## src/rtl/mac_seq_pkg.sv

```systemverilog
// Shared constants and issue-op encoding for the MAC dot-product sequencer.
package mac_seq_pkg;

  localparam int          MAC_LAT_DEFAULT = 9;
  localparam logic [31:0] FP_ZERO         = 32'h0000_0000;

  typedef enum logic [1:0] {
    OP_BUBBLE,
    OP_ELEM,
    OP_HOLD
  } issue_op_e;

endpackage

```

## src/rtl/mac_slot_timer.sv

```systemverilog
// Free-running issue-phase counter; slot0 marks the one slot that carries
// the active dot-product accumulation chain.
module mac_slot_timer
  import mac_seq_pkg::*;
#(
  parameter int LAT = MAC_LAT_DEFAULT
) (
  input  logic clock,
  input  logic reset,
  output logic slot0
);

  localparam int PW = (LAT > 1) ? $clog2(LAT) : 1;

  logic [PW-1:0] phase;

  // NOTE: state registers use non-blocking assignments so every flop samples
  // pre-edge values regardless of block ordering.
  always_ff @(posedge clock) begin
    if (reset) begin
      phase <= '0;
    end else if (phase == PW'(LAT - 1)) begin
      phase <= '0;
    end else begin
      phase <= phase + 1'b1;
    end
  end

  assign slot0 = (phase == '0);

endmodule

```

## src/rtl/mac_dot_sequencer.sv

```systemverilog
// Feeds (a, b, last) beats into a MAC_LAT-deep FP multiply-accumulate and
// returns each finished dot product on a valid/ready port.
// Optional: define MAC_DOT_SEQ_ABORT_EN to add the `abort` input.
module mac_dot_sequencer
  import mac_seq_pkg::*;
#(
  parameter int MAC_LAT = MAC_LAT_DEFAULT,
  parameter int CNT_W   = 16
) (
  input  logic             clock,
  input  logic             reset,
`ifdef MAC_DOT_SEQ_ABORT_EN
  input  logic             abort,
`endif
  input  logic             in_valid,
  output logic             in_ready,
  input  logic [31:0]      in_a,
  input  logic [31:0]      in_b,
  input  logic             in_last,
  output logic [31:0]      mac_a,
  output logic [31:0]      mac_b,
  output logic             mac_clear,
  output logic             mac_valid,
  input  logic [31:0]      mac_q,
  output logic             res_valid,
  input  logic             res_ready,
  output logic [31:0]      res_data,
  output logic [CNT_W-1:0] res_count
);

  logic             slot0;
  logic             slot_free;
  logic             open;
  logic             pending;
  logic             capture;
  logic             accept;
  logic             abort_now;
  logic [CNT_W-1:0] elem_cnt;
  issue_op_e        op;

  mac_slot_timer #(.LAT(MAC_LAT)) u_timer (
    .clock (clock),
    .reset (reset),
    .slot0 (slot0)
  );

`ifdef MAC_DOT_SEQ_ABORT_EN
  // A request raised off-slot is remembered until the next slot 0 applies it.
  logic abort_req;

  always_ff @(posedge clock) begin
    if (reset) begin
      abort_req <= 1'b0;
    end else if (abort_now) begin
      abort_req <= 1'b0;
    end else if (abort) begin
      abort_req <= 1'b1;
    end
  end

  assign abort_now = slot0 && (abort || abort_req);
`else
  assign abort_now = 1'b0;
`endif

  assign mac_valid = !reset;
  assign slot_free = !res_valid || res_ready;
  assign capture   = slot0 && pending && slot_free && !abort_now;
  assign in_ready  = slot0 && !abort_now && !(pending && !slot_free);
  assign accept    = in_valid && in_ready;

  // NOTE: every combinational output gets a default first so no path can
  // leave it unassigned and infer a latch.
  always_comb begin
    op = OP_BUBBLE;
    if (slot0 && !abort_now) begin
      if (accept) begin
        op = OP_ELEM;
      end else if (open || (pending && !slot_free)) begin
        // A blocked result keeps circulating and is offered again next lap.
        op = OP_HOLD;
      end
    end
  end

  always_comb begin
    mac_a     = FP_ZERO;
    mac_b     = FP_ZERO;
    mac_clear = 1'b1;
    case (op)
      OP_ELEM: begin
        mac_a     = in_a;
        mac_b     = in_b;
        mac_clear = !open;
      end
      OP_HOLD: mac_clear = 1'b0;
      default: ;
    endcase
  end

  always_ff @(posedge clock) begin
    if (reset) begin
      open      <= 1'b0;
      pending   <= 1'b0;
      elem_cnt  <= '0;
      res_valid <= 1'b0;
      res_data  <= FP_ZERO;
      res_count <= '0;
    end else begin
      if (capture) begin
        res_data  <= mac_q;
        res_count <= elem_cnt;
        res_valid <= 1'b1;
      end else if (res_valid && res_ready) begin
        res_valid <= 1'b0;
      end

      if (abort_now) begin
        open     <= 1'b0;
        pending  <= 1'b0;
        elem_cnt <= '0;
      end else if (accept) begin
        elem_cnt <= open ? elem_cnt + 1'b1 : CNT_W'(1);
        open     <= !in_last;
        // Capture of the previous result and a new last beat may coincide.
        pending  <= in_last ? 1'b1 : (capture ? 1'b0 : pending);
      end else if (capture) begin
        pending <= 1'b0;
      end
    end
  end

endmodule
```

## config.mk

```make
export PLATFORM = sky130hd
export DESIGN_NAME = mac_dot_sequencer
export DESIGN_NICKNAME = d
export VERILOG_FILES = /design/src/rtl/mac_seq_pkg.sv /design/src/rtl/mac_slot_timer.sv /design/src/rtl/mac_dot_sequencer.sv
export SDC_FILE = /design/constraint.sdc
export NUM_CORES = 1
export LEC_CHECK = 0
export CORE_AREA = 2 2 95 97
export CTS_CLUSTER_SIZE = 14
export DETAILED_ROUTE_END_ITERATION = 7
export DIE_AREA = 0 0 97 99
export HOLD_SLACK_MARGIN = 0.12
export PLACE_DENSITY = 0.84
export REMOVE_ABC_BUFFERS = 1
export SYNTH_ARGS = -nofsm -noshare
export SYNTH_HDL_FRONTEND = slang
export SYNTH_SLANG_ARGS = --single-unit
```

## constraint.sdc

```tcl
create_clock -name clock -period 4.8 [get_ports clock]
set_input_delay 0.96 -clock clock [delete_from_list [all_inputs] [get_ports clock]]
set_output_delay 0.96 -clock clock [all_outputs]
set_load 0.1 [all_outputs]
```

==> results of run 1 <==
## cell type report
class	count	share of cell area, %
timing repair buffer	221	45.4
sequential	71	22.7
clock buffer	10	2.20
multi-input combinational	301	25.3
tap	108	2.16
inverter	7	0.419
clock inverter	6	1.86
## layer usage
layer / vias up / share of wire, %
met3: 20 / 8.5
met2: 165 / 53
met1: 1647 / 35
met4: 0 / 3.4
met5: - / 0
li1: 1801 / -
## cells by family after synthesis
| family | after synthesis | share of synthesized area, % |
|---|---|---|
| simple gates | 217 | 34.6 |
| compound gates | 73 | 11.9 |
| flops | 71 | 45.0 |
| buf+inv | 41 | 5.03 |
| xor+xnor | 7 | 1.94 |
| fa+ha+maj | 3 | 1.19 |
| mux | 1 | 0.317 |
## synth_stat cells (all sizes together), types with 2 or more instances
cell,instances,area [µm²]
nand2,101,379
dfxtp,71,1420
and3,65,407
a21oi,59,295
clkbuf,26,97.6
nor2,13,48.8
o21ai,9,45.0
buf,8,35.0
nand3,8,40.0
inv,7,26.3
or3,6,37.5
xnor2,6,52.6
and2,3,18.8
ha,3,37.5
nand4,3,18.8
nor4,3,18.8
a211oi,2,15.0
nand3b,2,15.0
or4,2,18.8
## critical path: stages
cell	delay, ns
clkdlybuf4s50_1	0.47
and4bb_2	0.88
and3_1	0.35
buf_12	0.19
## cells in the final DEF, fill, tap and decap left out, types with 2 or more instances in the layout
| cell type | n |
|---|---|
| dfxtp_1 | 71 |
| clkdlybuf4s50_1 | 149 |
| inv_1 | 7 |
| nand2_1 | 101 |
| and3_1 | 65 |
| clkinv_4 | 2 |
| nor2_1 | 13 |
| nand3b_1 | 2 |
| bufinv_16 | 3 |
| a211oi_1 | 2 |
| buf_12 | 65 |
| nand3_1 | 7 |
| nand4_1 | 3 |
| ha_1 | 3 |
| or3_1 | 6 |
| and2_1 | 3 |
| xnor2_1 | 6 |
| nor4_1 | 3 |
| o21ai_0 | 9 |
| a21oi_1 | 59 |
| clkbuf_8 | 10 |
| buf_4 | 6 |
## power by group through the flow
stage               clock, µW  combinational, µW  sequential (µW)
floorplan                   0                356              693
global placement            0                725              626
detailed placement          0                733              627
CTS                       606                735              614
global route              636                755              616
finish                    597                732              614
## flip-flops by register name, indices dropped and copies added, names as in the netlist
name / flops
res_data: 32
open: 1
elem_cnt: 16
res_valid: 1
res_count: 16
pending: 1
u_timer.phase: 4
## worst max path at each step
stage	slack (ns)	cells after the start	end
finish	0.96	4	mac_b[15]
global route	0.84	4	mac_a[16]
CTS	0.99	4	mac_b[12]
detailed placement	1.0	4	mac_b[17]
global placement	1.04	4	mac_b[8]
floorplan	0.50	2	mac_clear
## through the flow
| step | total power (µW) | hold slack (ns) | instances | area, µm² | setup slack, ns |
|---|---|---|---|---|---|
| after floorplan | 1050 | 0.431 | 379 | 3030 | 0.505 |
| after global placement | 1350 | 0.441 | 708 | 6010 | 1.04 |
| after detailed placement | 1360 | 0.449 | 708 | 6010 | 0.996 |
| after CTS | 1950 | 0.460 | 724 | 6260 | 0.991 |
| after global routing | 2010 | 0.481 | 724 | 6260 | 0.845 |
| final | 1940 | 0.457 | 724 | 6260 | 0.959 |
==> flow_summary.html, run 1 <==
<table>
<tr><th>Metric</th><th>Value</th></tr>
<tr><th colspan="2">Floorplanning</th></tr>
<tr><td>Effective utilization at floorplan</td><td>36.9%</td></tr>
<tr><td>Die area</td><td>0.00960 mm²</td></tr>
<tr><td>Die Y-Extent</td><td>99 µm</td></tr>
<tr><td>Row count</td><td>34</td></tr>
<tr><td>Die extent in x</td><td>97 µm</td></tr>
<tr><td>Total core area</td><td>0.00855 mm²</td></tr>
<tr><td>Ports</td><td>217</td></tr>
<tr><th colspan="2">Global routing</th></tr>
<tr><td>Met3 Use GR</td><td>8.72%</td></tr>
<tr><td>Met2 Use GR</td><td>45.2%</td></tr>
<tr><td>Global route total overflow</td><td>0</td></tr>
<tr><td>Grt peak-use layer</td><td>met2</td></tr>
<tr><td>Antenna violations before repair</td><td>0</td></tr>
<tr><td>Number of global-route vias before repair</td><td>3708</td></tr>
<tr><td>Global-route wire length before repair</td><td>18300 µm</td></tr>
<tr><td>Global routing usage on met1</td><td>22.9%</td></tr>
<tr><td>Total global-route track usage</td><td>23.7%</td></tr>
<tr><td>Maximum number of pins on one net before global-route repair</td><td>66</td></tr>
<tr><th colspan="2">STA</th></tr>
<tr><td>Clock Skew</td><td>0.0136 ns</td></tr>
<tr><td>Total negative setup slack</td><td>0 ns</td></tr>
<tr><td>Max frequency</td><td>260 MHz</td></tr>
<tr><td>Actual transition at the worst max-transition pin</td><td>1.03 ns</td></tr>
<tr><td>Final clock period utilization by the worst path</td><td>80.0%</td></tr>
<tr><td>RSZ-0062 raised after global routing</td><td>false</td></tr>
<tr><td>Shortest period the worst path allows</td><td>3.84 ns</td></tr>
<tr><td>Number of setup violations in the final report</td><td>0</td></tr>
<tr><td>Hold violation count in the final report</td><td>0</td></tr>
<tr><td>Worst max-slew margin expressed relative to the limit</td><td>31.1%</td></tr>
<tr><td>Max-slew violations</td><td>0</td></tr>
<tr><th colspan="2">Detailed routing</th></tr>
<tr><td>Wire length per cell</td><td>15.9 µm</td></tr>
<tr><td>Vias</td><td>3633</td></tr>
<tr><td>Post-route antenna net violation count</td><td>0</td></tr>
<tr><td>DRC violation count after routing</td><td>0</td></tr>
<tr><td>Detailed-router iteration count before antenna repair</td><td>6</td></tr>
<tr><td>Via density per instance</td><td>5.02</td></tr>
<tr><td>Initial detailed-routing violation count</td><td>149</td></tr>
<tr><td>Final wirelength</td><td>11500 µm</td></tr>
<tr><th colspan="2">CTS</th></tr>
<tr><td>TritonCTS clock tree</td><td>yes</td></tr>
<tr><td>Clock tree root driver cell</td><td>clkbuf_8</td></tr>
<tr><td>Clk Latency, worst-skew pair</td><td>0.35 ns</td></tr>
<tr><td>Postcts setup bufs</td><td>0</td></tr>
<tr><td>Count of H-tree levels built during CTS</td><td>3</td></tr>
<tr><td>CTS Buffer Depth</td><td>2</td></tr>
<tr><td>Number of buffers created by CTS</td><td>9</td></tr>
<tr><td>Reg clk slew, reported paths</td><td>0.07 ns</td></tr>
<tr><td>Resized cells post-CTS</td><td>0</td></tr>
<tr><td>Total of hold buffers inserted after clock tree synthesis</td><td>0</td></tr>
<tr><td>Clock Sinks</td><td>71</td></tr>
<tr><th colspan="2">Hold path</th></tr>
<tr><td>Hold Path Origin</td><td>res_count[6]</td></tr>
<tr><td>End point of the most critical hold path</td><td>res_count[6]</td></tr>
<tr><td>Hold path depth</td><td>2</td></tr>
<tr><td>Type of the tightest min-delay check</td><td>flop to flop</td></tr>
<tr><th colspan="2">Synth</th></tr>
<tr><td>Mean post-synth cell area</td><td>7.65 µm²</td></tr>
<tr><td>Warning count from the yosys run</td><td>0</td></tr>
<tr><td>Proportion of synthesized chip area in sequential cells</td><td>45.0%</td></tr>
<tr><td>Number of enable-type register cells in the synthesized netlist</td><td>0</td></tr>
<tr><td>Top FF cell, synth</td><td>dfxtp_1</td></tr>
<tr><td>Gate Count Post-Synth</td><td>413</td></tr>
<tr><td>Number of distinct standard cells referenced by the synthesized netlist</td><td>37</td></tr>
<tr><td>Post-synthesis instance area</td><td>0.00316 mm²</td></tr>
<tr><td>Async set-reset flop share out of synthesis</td><td>0%</td></tr>
<tr><td>Number of flip-flops and latches in the synthesized netlist</td><td>71</td></tr>
<tr><th colspan="2">Final layout</th></tr>
<tr><td>Layout Nets</td><td>715</td></tr>
<tr><td>Register area</td><td>0.00142 mm²</td></tr>
<tr><td>Fin util</td><td>73.3%</td></tr>
<tr><td>Total area of multi-input combinational cells</td><td>0.00158 mm²</td></tr>
<tr><td>Number of inserted filler cells in the final layout</td><td>599</td></tr>
<tr><td>Fraction of final layout cells sized beyond drive strength 1</td><td>14.9%</td></tr>
<tr><td>Area added between synthesis and finish</td><td>98.3%</td></tr>
<tr><td>Antenna diode instance count</td><td>0</td></tr>
<tr><th colspan="2">Worst setup path</th></tr>
<tr><td>Beginning of the worst register-to-register path</td><td>u_timer.phase[0]</td></tr>
<tr><td>Launch point of the worst path</td><td>in_valid</td></tr>
<tr><td>CP arrival</td><td>2.88 ns</td></tr>
<tr><td>Crit end category</td><td>primary output</td></tr>
<tr><td>Flop2flop setup slack</td><td>2.10 ns</td></tr>
<tr><td>Largest fanout on the critical path</td><td>65</td></tr>
<tr><td>Element type at the critical path start</td><td>input port</td></tr>
<tr><td>Path type of the worst setup path</td><td>input port to primary output</td></tr>
<tr><td>Worst EP required</td><td>3.84 ns</td></tr>
<tr><td>Reg2reg path depth</td><td>6</td></tr>
<tr><td>RR Endpoint</td><td>pending</td></tr>
<tr><th colspan="2">Job</th></tr>
<tr><td>Max-cap violations</td><td>0</td></tr>
<tr><th colspan="2">Placement</th></tr>
<tr><td>Global placer's final weighted congestion</td><td>0.779</td></tr>
<tr><td>Total half-perimeter wirelength after legalization and detailed placement</td><td>8890 µm</td></tr>
<tr><td>Quantity of I/O buffers inserted on ports</td><td>216</td></tr>
<tr><th colspan="2">Power and ir drop</th></tr>
<tr><td>Cell Pwr Density</td><td>310 mW/mm²</td></tr>
<tr><td>P_leak</td><td>0.00245 µW</td></tr>
<tr><td>Clock share of power</td><td>30.7%</td></tr>
<tr><td>Internal</td><td>1230 µW</td></tr>
<tr><td>Switching power</td><td>715 µW</td></tr>
<tr><td>Combinational share of power</td><td>37.7%</td></tr>
<tr><td>Sequential group share of total power</td><td>31.6%</td></tr>
<tr><td>Fraction of power spent switching nets</td><td>36.8%</td></tr>
<tr><td>VDD IR-drop max</td><td>0.160 mV</td></tr>
<tr><th colspan="2">Status</th></tr>
<tr><td>Result of the run</td><td>completed</td></tr>
</table>
Note: power is estimated with default switching activity, not from simulation.
==> inputs of run 2 (changes only) <==
Settings changed: CORE_AREA 2 2 95 97 to 2 2 103 105, DIE_AREA 0 0 97 99 to 0 0 105 107, PLACE_DENSITY 0.84 to 0.75.
Clock period 4.8 ns to 3.3 ns, I/O delays scaled along.
==> run 2 against run 1 <==
Clock power increased by 26%. Core utilization down 12 points. Sequential power rose by 45%. Non-clock buffer count rose by 3. Final cell count up 4.1%. Via count fell by 0.63%. Die area increased by 17%. Combinational power increased by 45%. Count of clock-buffer cells in the layout did not move. First-iteration DRC count is 4.7% higher. Wire length fell by 4.3%.
==> flow_summary.html, run 2 (synthesis gave the netlist of run 1 again) <==
<table>
<tr><th>Metric</th><th>Value</th></tr>
<tr><th colspan="2">Final layout</th></tr>
<tr><td>Fraction of final layout cells sized beyond drive strength 1</td><td>23.3% (+8.4 points)</td></tr>
<tr><td>Most common cell after layout, fill and taps aside</td><td>nand2_1</td></tr>
<tr><td>Fin util</td><td>61.3% (-12 points)</td></tr>
<tr><td>Register with the most flip-flops</td><td>res_data</td></tr>
<tr><td>Top flop regs</td><td>res_data x32, elem_cnt x16, res_count x16</td></tr>
<tr><td>Layout Nets</td><td>718 (+0.42%)</td></tr>
<tr><td>Leading cell types in the layout, fill and taps excluded</td><td>nand2_1 (101), clkdlybuf4s50_1 (99), dfxtp_1 (71)</td></tr>
<tr><td>Cell area after layout</td><td>0.00619 mm² (-1.2%)</td></tr>
<tr><td>Post-layout instance count excluding filler cells</td><td>754 (+4.1%)</td></tr>
<tr><td>Area added between synthesis and finish</td><td>95.8%</td></tr>
<tr><td>Flip-flop count of the largest register after layout</td><td>32 (unchanged)</td></tr>
<tr><td>Antenna diode instance count</td><td>0 (unchanged)</td></tr>
<tr><th colspan="2">STA</th></tr>
<tr><td>Worst max-slew margin expressed relative to the limit</td><td>62.1% (+31 points)</td></tr>
<tr><td>Shortest period the worst path allows</td><td>2.86 ns</td></tr>
<tr><td>RSZ-0062 raised after global routing</td><td>false</td></tr>
<tr><td>Actual transition at the worst max-transition pin</td><td>0.568 ns (-0.463 ns)</td></tr>
<tr><td>Number of setup violations in the final report</td><td>0 (unchanged)</td></tr>
<tr><td>Hold violation count in the final report</td><td>0 (unchanged)</td></tr>
<tr><td>Final clock period utilization by the worst path</td><td>86.8%</td></tr>
<tr><td>Max frequency</td><td>349 MHz</td></tr>
<tr><td>Tightest hold margin</td><td>0.456 ns (-0.00163 ns)</td></tr>
<tr><td>Max-slew violations</td><td>0 (unchanged)</td></tr>
<tr><td>Clock Skew</td><td>0.00755 ns (-0.00608 ns)</td></tr>
<tr><th colspan="2">Worst setup path</th></tr>
<tr><td>CP arrival</td><td>2.20 ns (-0.68 ns)</td></tr>
<tr><td>Path type of the worst setup path</td><td>input port to primary output</td></tr>
<tr><td>Element type at the critical path start</td><td>input port</td></tr>
<tr><td>Reg2reg path depth</td><td>7 (+1)</td></tr>
<tr><td>Largest fanout on the critical path</td><td>18 (-72%)</td></tr>
<tr><td>RR Endpoint</td><td>res_data[10]</td></tr>
<tr><td>Launch point of the worst path</td><td>res_ready</td></tr>
<tr><td>Worst EP required</td><td>2.64 ns (-1.20 ns)</td></tr>
<tr><td>Flop2flop setup slack</td><td>0.94 ns (-1.16 ns)</td></tr>
<tr><td>Crit end category</td><td>primary output</td></tr>
<tr><td>Beginning of the worst register-to-register path</td><td>u_timer.phase[0]</td></tr>
<tr><th colspan="2">Placement</th></tr>
<tr><td>Placed Cells incl. Taps</td><td>739 (+4.4%)</td></tr>
<tr><td>Quantity of I/O buffers inserted on ports</td><td>216 (unchanged)</td></tr>
<tr><td>Post-placement cell area</td><td>0.00597 mm² (-0.71%)</td></tr>
<tr><td>Global placer's final weighted congestion</td><td>0.854 (+9.5%)</td></tr>
<tr><td>Total half-perimeter wirelength after legalization and detailed placement</td><td>8710 µm (-2.0%)</td></tr>
<tr><th colspan="2">Status</th></tr>
<tr><td>Result of the run</td><td>completed</td></tr>
<tr><th colspan="2">Detailed routing</th></tr>
<tr><td>Initial detailed-routing violation count</td><td>156 (+4.7%)</td></tr>
<tr><td>Post-route antenna net violation count</td><td>0 (unchanged)</td></tr>
<tr><td>Vias</td><td>3610 (-0.63%)</td></tr>
<tr><td>Top routing layer in use</td><td>met4</td></tr>
<tr><td>Wire length per cell</td><td>14.6 µm (-8.1%)</td></tr>
<tr><td>M1 WL</td><td>4220 µm (+4.6%)</td></tr>
<tr><td>Detailed-routed wire length on met3</td><td>847 µm (-14%)</td></tr>
<tr><td>Detailed-router iteration count before antenna repair</td><td>4 (-2)</td></tr>
<tr><td>Total met2 wirelength after detailed routing</td><td>5780 µm (-5.8%)</td></tr>
<tr><td>DRC violation count after routing</td><td>0 (unchanged)</td></tr>
<tr><td>Final wirelength</td><td>11000 µm (-4.3%)</td></tr>
<tr><td>Via density per instance</td><td>4.79 (-4.6%)</td></tr>
<tr><th colspan="2">CTS</th></tr>
<tr><td>Number of buffers created by CTS</td><td>9 (unchanged)</td></tr>
<tr><td>Reg clk slew, reported paths</td><td>0.07 ns (about the same)</td></tr>
<tr><td>Clock Sinks</td><td>71 (unchanged)</td></tr>
<tr><td>Clock tree root driver cell</td><td>clkbuf_8</td></tr>
<tr><td>Clk Latency, worst-skew pair</td><td>0.33 ns (-0.02 ns)</td></tr>
<tr><td>Resized cells post-CTS</td><td>0 (unchanged)</td></tr>
<tr><td>TritonCTS clock tree</td><td>yes</td></tr>
<tr><td>Count of H-tree levels built during CTS</td><td>3 (unchanged)</td></tr>
<tr><td>Postcts setup bufs</td><td>0 (unchanged)</td></tr>
<tr><td>CTS Buffer Depth</td><td>2 (unchanged)</td></tr>
<tr><td>Total of hold buffers inserted after clock tree synthesis</td><td>0 (unchanged)</td></tr>
<tr><th colspan="2">Power and ir drop</th></tr>
<tr><td>VDD IR-drop max</td><td>0.213 mV (+33%)</td></tr>
<tr><td>Cell Pwr Density</td><td>437 mW/mm² (+41%)</td></tr>
<tr><td>Power consumption</td><td>2710 µW (+39%)</td></tr>
<tr><td>P_leak</td><td>0.00256 µW (+4.5%)</td></tr>
<tr><th colspan="2">Global routing</th></tr>
<tr><td>Global route total overflow</td><td>0 (unchanged)</td></tr>
<tr><td>Maximum number of pins on one net before global-route repair</td><td>55 (-17%)</td></tr>
<tr><td>Antenna violations before repair</td><td>0 (unchanged)</td></tr>
<tr><td>Total global-route track usage</td><td>19.3% (-4.4 points)</td></tr>
<tr><td>Global-route wire length before repair</td><td>17300 µm (-5.1%)</td></tr>
<tr><td>Number of global-route vias before repair</td><td>3565 (-3.9%)</td></tr>
<tr><th colspan="2">Hold path</th></tr>
<tr><td>Hold path depth</td><td>2 (unchanged)</td></tr>
<tr><td>Type of the tightest min-delay check</td><td>flop to flop</td></tr>
<tr><td>End point of the most critical hold path</td><td>res_count[15]</td></tr>
<tr><td>Hold Path Origin</td><td>elem_cnt[15]</td></tr>
<tr><th colspan="2">Job</th></tr>
<tr><td>Max-cap violations</td><td>0 (unchanged)</td></tr>
<tr><th colspan="2">Floorplanning</th></tr>
<tr><td>Die area</td><td>0.0112 mm² (+17%)</td></tr>
<tr><td>Ports</td><td>217 (unchanged)</td></tr>
<tr><td>Die Y-Extent</td><td>107 µm (+8.1%)</td></tr>
<tr><td>Total core area</td><td>0.0101 mm² (+18%)</td></tr>
<tr><td>Row count</td><td>37 (+8.8%)</td></tr>
<tr><td>Die extent in x</td><td>105 µm (+8.2%)</td></tr>
<tr><td>Effective utilization at floorplan</td><td>31.3% (-5.6 points)</td></tr>
</table>
-- run 2: cell types whose count changed in the layout (fill, tap and decap cells not counted) --
cell / delta
buf_4: +51
clkdlybuf4s50_1: -50
buf_12: +2
clkinv_4: -2
bufinv_16: -1
clkinv_2: +1
clkinvlp_4: +1
-- run 2: how the worst max path moves through the flow --
stage	slack [ns]	cells after the start	endpoint
2_1_floorplan	-0.58	2	mac_clear
3_3_place_gp	0.49	5	mac_b[19]
3_5_place_dp	0.44	5	mac_b[6]
4_1_cts	0.44	5	mac_b[6]
5_1_grt	0.36	5	mac_a[8]
6_report	0.44	5	mac_b[6]
-- run 2: where the power goes --
group / internal (µW) / switching, µW
logic: 381 / 679
clock network: 443 / 309
registers: 877 / 16.0
total: 1700 / 1000
-- run 2: routing by layer --
layer	up-vias	global-route usage, %
met5	-	0
met4	0	6.00
met3	17	6.99
met2	139	35.3
met1	1649	20.8
li1	1805	-
-- run 2: stage by stage --
| step | setup TNS [ns] | worst slack [ns] |
|---|---|---|
| 3_3_place_gp | 0 | 0.492 |
| 3_5_place_dp | 0 | 0.440 |
| 2_1_floorplan | -8.57 | -0.581 |
| 4_1_cts | 0 | 0.443 |
| 6_report | 0 | 0.435 |
| 5_1_grt | 0 | 0.362 |
-- run 2: worst max-delay path, cell delays in order --
cell and delay, ns:
clkdlybuf4s50_1 0.42, nand3b_1 0.41, buf_4 0.32, and3_1 0.21
buf_12 0.17
-- run 2: cell type report --
cell class	instances	area [µm²]
fillers	878	3910
repair buffers	224	2770
multi-input cells	301	1580
flip-flops and latches	71	1420
well taps	136	170
clock buffers	10	138
clock inverters	5	81.3
inverters	7	26.3
==> inputs of run 3 (changes only) <==
Settings changed: CELL_PAD_IN_SITES_DETAIL_PLACEMENT from default to 0, CELL_PAD_IN_SITES_GLOBAL_PLACEMENT from default to 1, CORE_AREA 2 2 103 105 to 2 2 126 128, CTS_CLUSTER_DIAMETER from default to 40, DIE_AREA 0 0 105 107 to 0 0 128 130, PLACE_DENSITY 0.75 to default, PLACE_DENSITY_LB_ADDON from default to 0.1.
==> run 3 against run 2 <==
Critical path depth stayed put. Register-to-register slack hardly changed. Count of clock-buffer cells in the layout is 1 lower. Global-route usage is 4.1 points lower. Highest routed layer unchanged.
==> flow_summary.html, run 3 (synthesis gave the netlist of run 1 again) <==
<table>
<tr><th>Metric</th><th>Value</th></tr>
<tr><th colspan="2">Status</th></tr>
<tr><td>Result of the run</td><td>completed</td></tr>
<tr><th colspan="2">Final layout</th></tr>
<tr><td>Flip-flop count of the largest register after layout</td><td>32 (unchanged)</td></tr>
<tr><td>Layout Nets</td><td>719 (+0.14%)</td></tr>
<tr><td>Fraction of final layout cells sized beyond drive strength 1</td><td>23.7% (+0.41 points)</td></tr>
<tr><td>Leading cell types in the layout, fill and taps excluded</td><td>nand2_1 (101), clkdlybuf4s50_1 (99), dfxtp_1 (71)</td></tr>
<tr><td>Most common cell after layout, fill and taps aside</td><td>nand2_1</td></tr>
<tr><td>Register with the most flip-flops</td><td>res_data</td></tr>
<tr><td>Fin util</td><td>41.5% (-20 points)</td></tr>
<tr><td>Top flop regs</td><td>res_data x32, elem_cnt x16, res_count x16</td></tr>
<tr><td>Area added between synthesis and finish</td><td>102%</td></tr>
<tr><th colspan="2">Power and ir drop</th></tr>
<tr><td>Power consumption</td><td>3010 µW (+11%)</td></tr>
<tr><td>Switching power</td><td>1080 µW (+7.1%)</td></tr>
<tr><td>Clock share of power</td><td>34.4% (+6.6 points)</td></tr>
<tr><td>P_leak</td><td>0.00262 µW (+2.4%)</td></tr>
<tr><td>Cell Pwr Density</td><td>470 mW/mm² (+7.5%)</td></tr>
<tr><td>Combinational share of power</td><td>35.9% (-3.3 points)</td></tr>
<tr><td>Internal</td><td>1930 µW (+13%)</td></tr>
<tr><td>Fraction of power spent switching nets</td><td>35.8% (-1.3 points)</td></tr>
<tr><td>Sequential group share of total power</td><td>29.7% (-3.3 points)</td></tr>
<tr><td>VDD IR-drop max</td><td>0.220 mV (+3.3%)</td></tr>
<tr><th colspan="2">CTS</th></tr>
<tr><td>Postcts setup bufs</td><td>0 (unchanged)</td></tr>
<tr><td>Total of hold buffers inserted after clock tree synthesis</td><td>0 (unchanged)</td></tr>
<tr><td>Clk Latency, worst-skew pair</td><td>0.33 ns (about the same)</td></tr>
<tr><td>Resized cells post-CTS</td><td>0 (unchanged)</td></tr>
<tr><td>Count of H-tree levels built during CTS</td><td>3 (unchanged)</td></tr>
<tr><td>Clock Sinks</td><td>71 (unchanged)</td></tr>
<tr><td>Reg clk slew, reported paths</td><td>0.06 ns (about the same)</td></tr>
<tr><td>TritonCTS clock tree</td><td>yes</td></tr>
<tr><td>CTS Buffer Depth</td><td>2 (unchanged)</td></tr>
<tr><td>Number of buffers created by CTS</td><td>9 (unchanged)</td></tr>
<tr><td>Clock tree root driver cell</td><td>clkbuf_16</td></tr>
<tr><th colspan="2">Hold path</th></tr>
<tr><td>Type of the tightest min-delay check</td><td>flop to flop</td></tr>
<tr><td>End point of the most critical hold path</td><td>res_data[15]</td></tr>
<tr><td>Hold path depth</td><td>2 (unchanged)</td></tr>
<tr><td>Hold Path Origin</td><td>res_data[15]</td></tr>
<tr><th colspan="2">STA</th></tr>
<tr><td>Tightest hold margin</td><td>0.453 ns (-0.00295 ns)</td></tr>
<tr><td>Clock Skew</td><td>0.00662 ns (-0.000928 ns)</td></tr>
<tr><td>Number of setup violations in the final report</td><td>0 (unchanged)</td></tr>
<tr><td>Worst max-slew margin expressed relative to the limit</td><td>57.3% (-4.8 points)</td></tr>
<tr><td>Max frequency</td><td>360 MHz (+3.1%)</td></tr>
<tr><td>Hold violation count in the final report</td><td>0 (unchanged)</td></tr>
<tr><td>Max-slew violations</td><td>0 (unchanged)</td></tr>
<tr><td>Final clock period utilization by the worst path</td><td>84.2% (-2.6 points)</td></tr>
<tr><td>Shortest period the worst path allows</td><td>2.78 ns (-0.0856 ns)</td></tr>
<tr><td>Least setup slack across all paths after layout</td><td>0.521 ns (+0.0856 ns)</td></tr>
<tr><td>Actual transition at the worst max-transition pin</td><td>0.639 ns (+0.0719 ns)</td></tr>
<tr><td>RSZ-0062 raised after global routing</td><td>false</td></tr>
<tr><th colspan="2">Worst setup path</th></tr>
<tr><td>Cell-by-cell listing of the critical path</td><td>inv_1 &gt; ha_1 &gt; nor3b_1 &gt; o21ai_0 &gt; buf_12</td></tr>
<tr><td>Element type at the critical path start</td><td>flop</td></tr>
<tr><td>Max stage delay cell, worst path</td><td>nor3b_1</td></tr>
<tr><td>Worst EP required</td><td>2.64 ns (about the same)</td></tr>
<tr><td>Largest fanout on the critical path</td><td>5 (-13)</td></tr>
<tr><td>Beginning of the worst register-to-register path</td><td>u_timer.phase[0]</td></tr>
<tr><td>RR Endpoint</td><td>pending</td></tr>
<tr><td>Crit end category</td><td>primary output</td></tr>
<tr><td>Path type of the worst setup path</td><td>flop to primary output</td></tr>
<tr><td>Flop2flop setup slack</td><td>0.94 ns (about the same)</td></tr>
<tr><td>CP arrival</td><td>2.12 ns (-0.08 ns)</td></tr>
<tr><td>Reg2reg path depth</td><td>7 (unchanged)</td></tr>
<tr><td>Worst path max stage delay</td><td>0.57 ns (+0.15 ns)</td></tr>
<tr><th colspan="2">Floorplanning</th></tr>
<tr><td>Row count</td><td>46 (+24%)</td></tr>
<tr><td>Total core area</td><td>0.0154 mm² (+53%)</td></tr>
<tr><td>Die area</td><td>0.0166 mm² (+48%)</td></tr>
<tr><td>Ports</td><td>217 (unchanged)</td></tr>
<tr><td>Die Y-Extent</td><td>130 µm (+21%)</td></tr>
<tr><td>Effective utilization at floorplan</td><td>20.5% (-11 points)</td></tr>
<tr><td>Die extent in x</td><td>128 µm (+22%)</td></tr>
<tr><th colspan="2">Detailed routing</th></tr>
<tr><td>DRC violation count after routing</td><td>0 (unchanged)</td></tr>
<tr><td>Initial detailed-routing violation count</td><td>140 (-10%)</td></tr>
<tr><td>Via density per instance</td><td>4.34 (-9.4%)</td></tr>
<tr><td>Final wirelength</td><td>13000 µm (+18%)</td></tr>
<tr><td>Vias</td><td>3528 (-2.3%)</td></tr>
<tr><td>Post-route antenna net violation count</td><td>0 (unchanged)</td></tr>
<tr><td>Wire length per cell</td><td>16.0 µm (+9.3%)</td></tr>
<tr><td>Detailed-router iteration count before antenna repair</td><td>4 (unchanged)</td></tr>
<tr><th colspan="2">Placement</th></tr>
<tr><td>Total half-perimeter wirelength after legalization and detailed placement</td><td>9960 µm (+14%)</td></tr>
<tr><td>Quantity of I/O buffers inserted on ports</td><td>216 (unchanged)</td></tr>
<tr><td>Worst slack after detailed placement</td><td>0.541 ns (+0.101 ns)</td></tr>
<tr><td>Global placer's final weighted congestion</td><td>0.761 (-11%)</td></tr>
<tr><th colspan="2">Job</th></tr>
<tr><td>Max-cap violations</td><td>0 (unchanged)</td></tr>
<tr><th colspan="2">Global routing</th></tr>
<tr><td>Global route total overflow</td><td>0 (unchanged)</td></tr>
<tr><td>Maximum number of pins on one net before global-route repair</td><td>66 (+20%)</td></tr>
<tr><td>Global-route wire length before repair</td><td>19200 µm (+11%)</td></tr>
<tr><td>Number of global-route vias before repair</td><td>3323 (-6.8%)</td></tr>
<tr><td>Antenna violations before repair</td><td>1 (+1)</td></tr>
<tr><td>Total global-route track usage</td><td>15.2% (-4.1 points)</td></tr>
</table>
## run 3: cell count changes in the layout (fill, tap and decap cells not counted), sizes merged
cell,before,now
clkinv,1,4
clkbuf,10,9
buf,125,126
clkinvlp,1,0
diode,0,1
## run 3: power by group through the flow
stage | clock (µW) | combinational (µW) | sequential (µW)
finish | 1030 | 1080 | 894
detailed placement | 0 | 1090 | 913
CTS | 1070 | 1090 | 894
floorplan | 0 | 517 | 1010
global route | 1110 | 1120 | 896
global placement | 0 | 1080 | 912
## run 3: routing by layer
metal / track usage [%] / share of wire (%)
met2: 26.9 / 51
met5: 0 / 0
met1: 15.9 / 38
met4: 5.37 / 2.0
met3: 7.34 / 9.2
## run 3: cell type report
| class | count | area (µm²) |
|---|---|---|
| antenna | 1 | 2.50 |
| clock buffer | 9 | 225 |
| clock inverter | 7 | 96.3 |
| fill | 1560 | 9030 |
| inverter | 7 | 26.3 |
| multi-input combinational | 301 | 1590 |
| sequential | 71 | 1420 |
| tap | 192 | 240 |
| timing repair buffer | 225 | 2800 |
## run 3: worst max path at each step
| stage | startpoint | slack (ns) | cells past startpoint | endpoint |
|---|---|---|---|---|
| 5_1_grt | u_timer.phase[0] | 0.38 | 5 | mac_clear |
| 2_1_floorplan | res_valid | -0.58 | 2 | mac_clear |
| 3_3_place_gp | in_valid | 0.55 | 5 | mac_b[14] |
| 4_1_cts | u_timer.phase[0] | 0.48 | 5 | mac_clear |
| 6_report | u_timer.phase[0] | 0.52 | 5 | mac_clear |
| 3_5_place_dp | in_valid | 0.54 | 5 | mac_a[16] |
## run 3: through the flow
step           setup TNS (ns)  instance area (µm²)  cells
5_1_grt                     0                 6390    813
4_1_cts                     0                 6390    812
3_3_place_gp                0                 6070    796
6_report                    0                 6390    813
3_5_place_dp                0                 6070    796
2_1_floorplan           -8.57                 3030    379
## run 3: critical path, delay by kind of cell (launching register included)
| kind | cells | cell delay, ns |
|---|---|---|
| AOI/OAI and AO/OA | 1 | 0.34 |
| DFF | 1 | 0.32 |
| adders and majority gates | 1 | 0.22 |
| and+or+nand+nor | 1 | 0.57 |
| buffers and inverters | 2 | 0.33 |
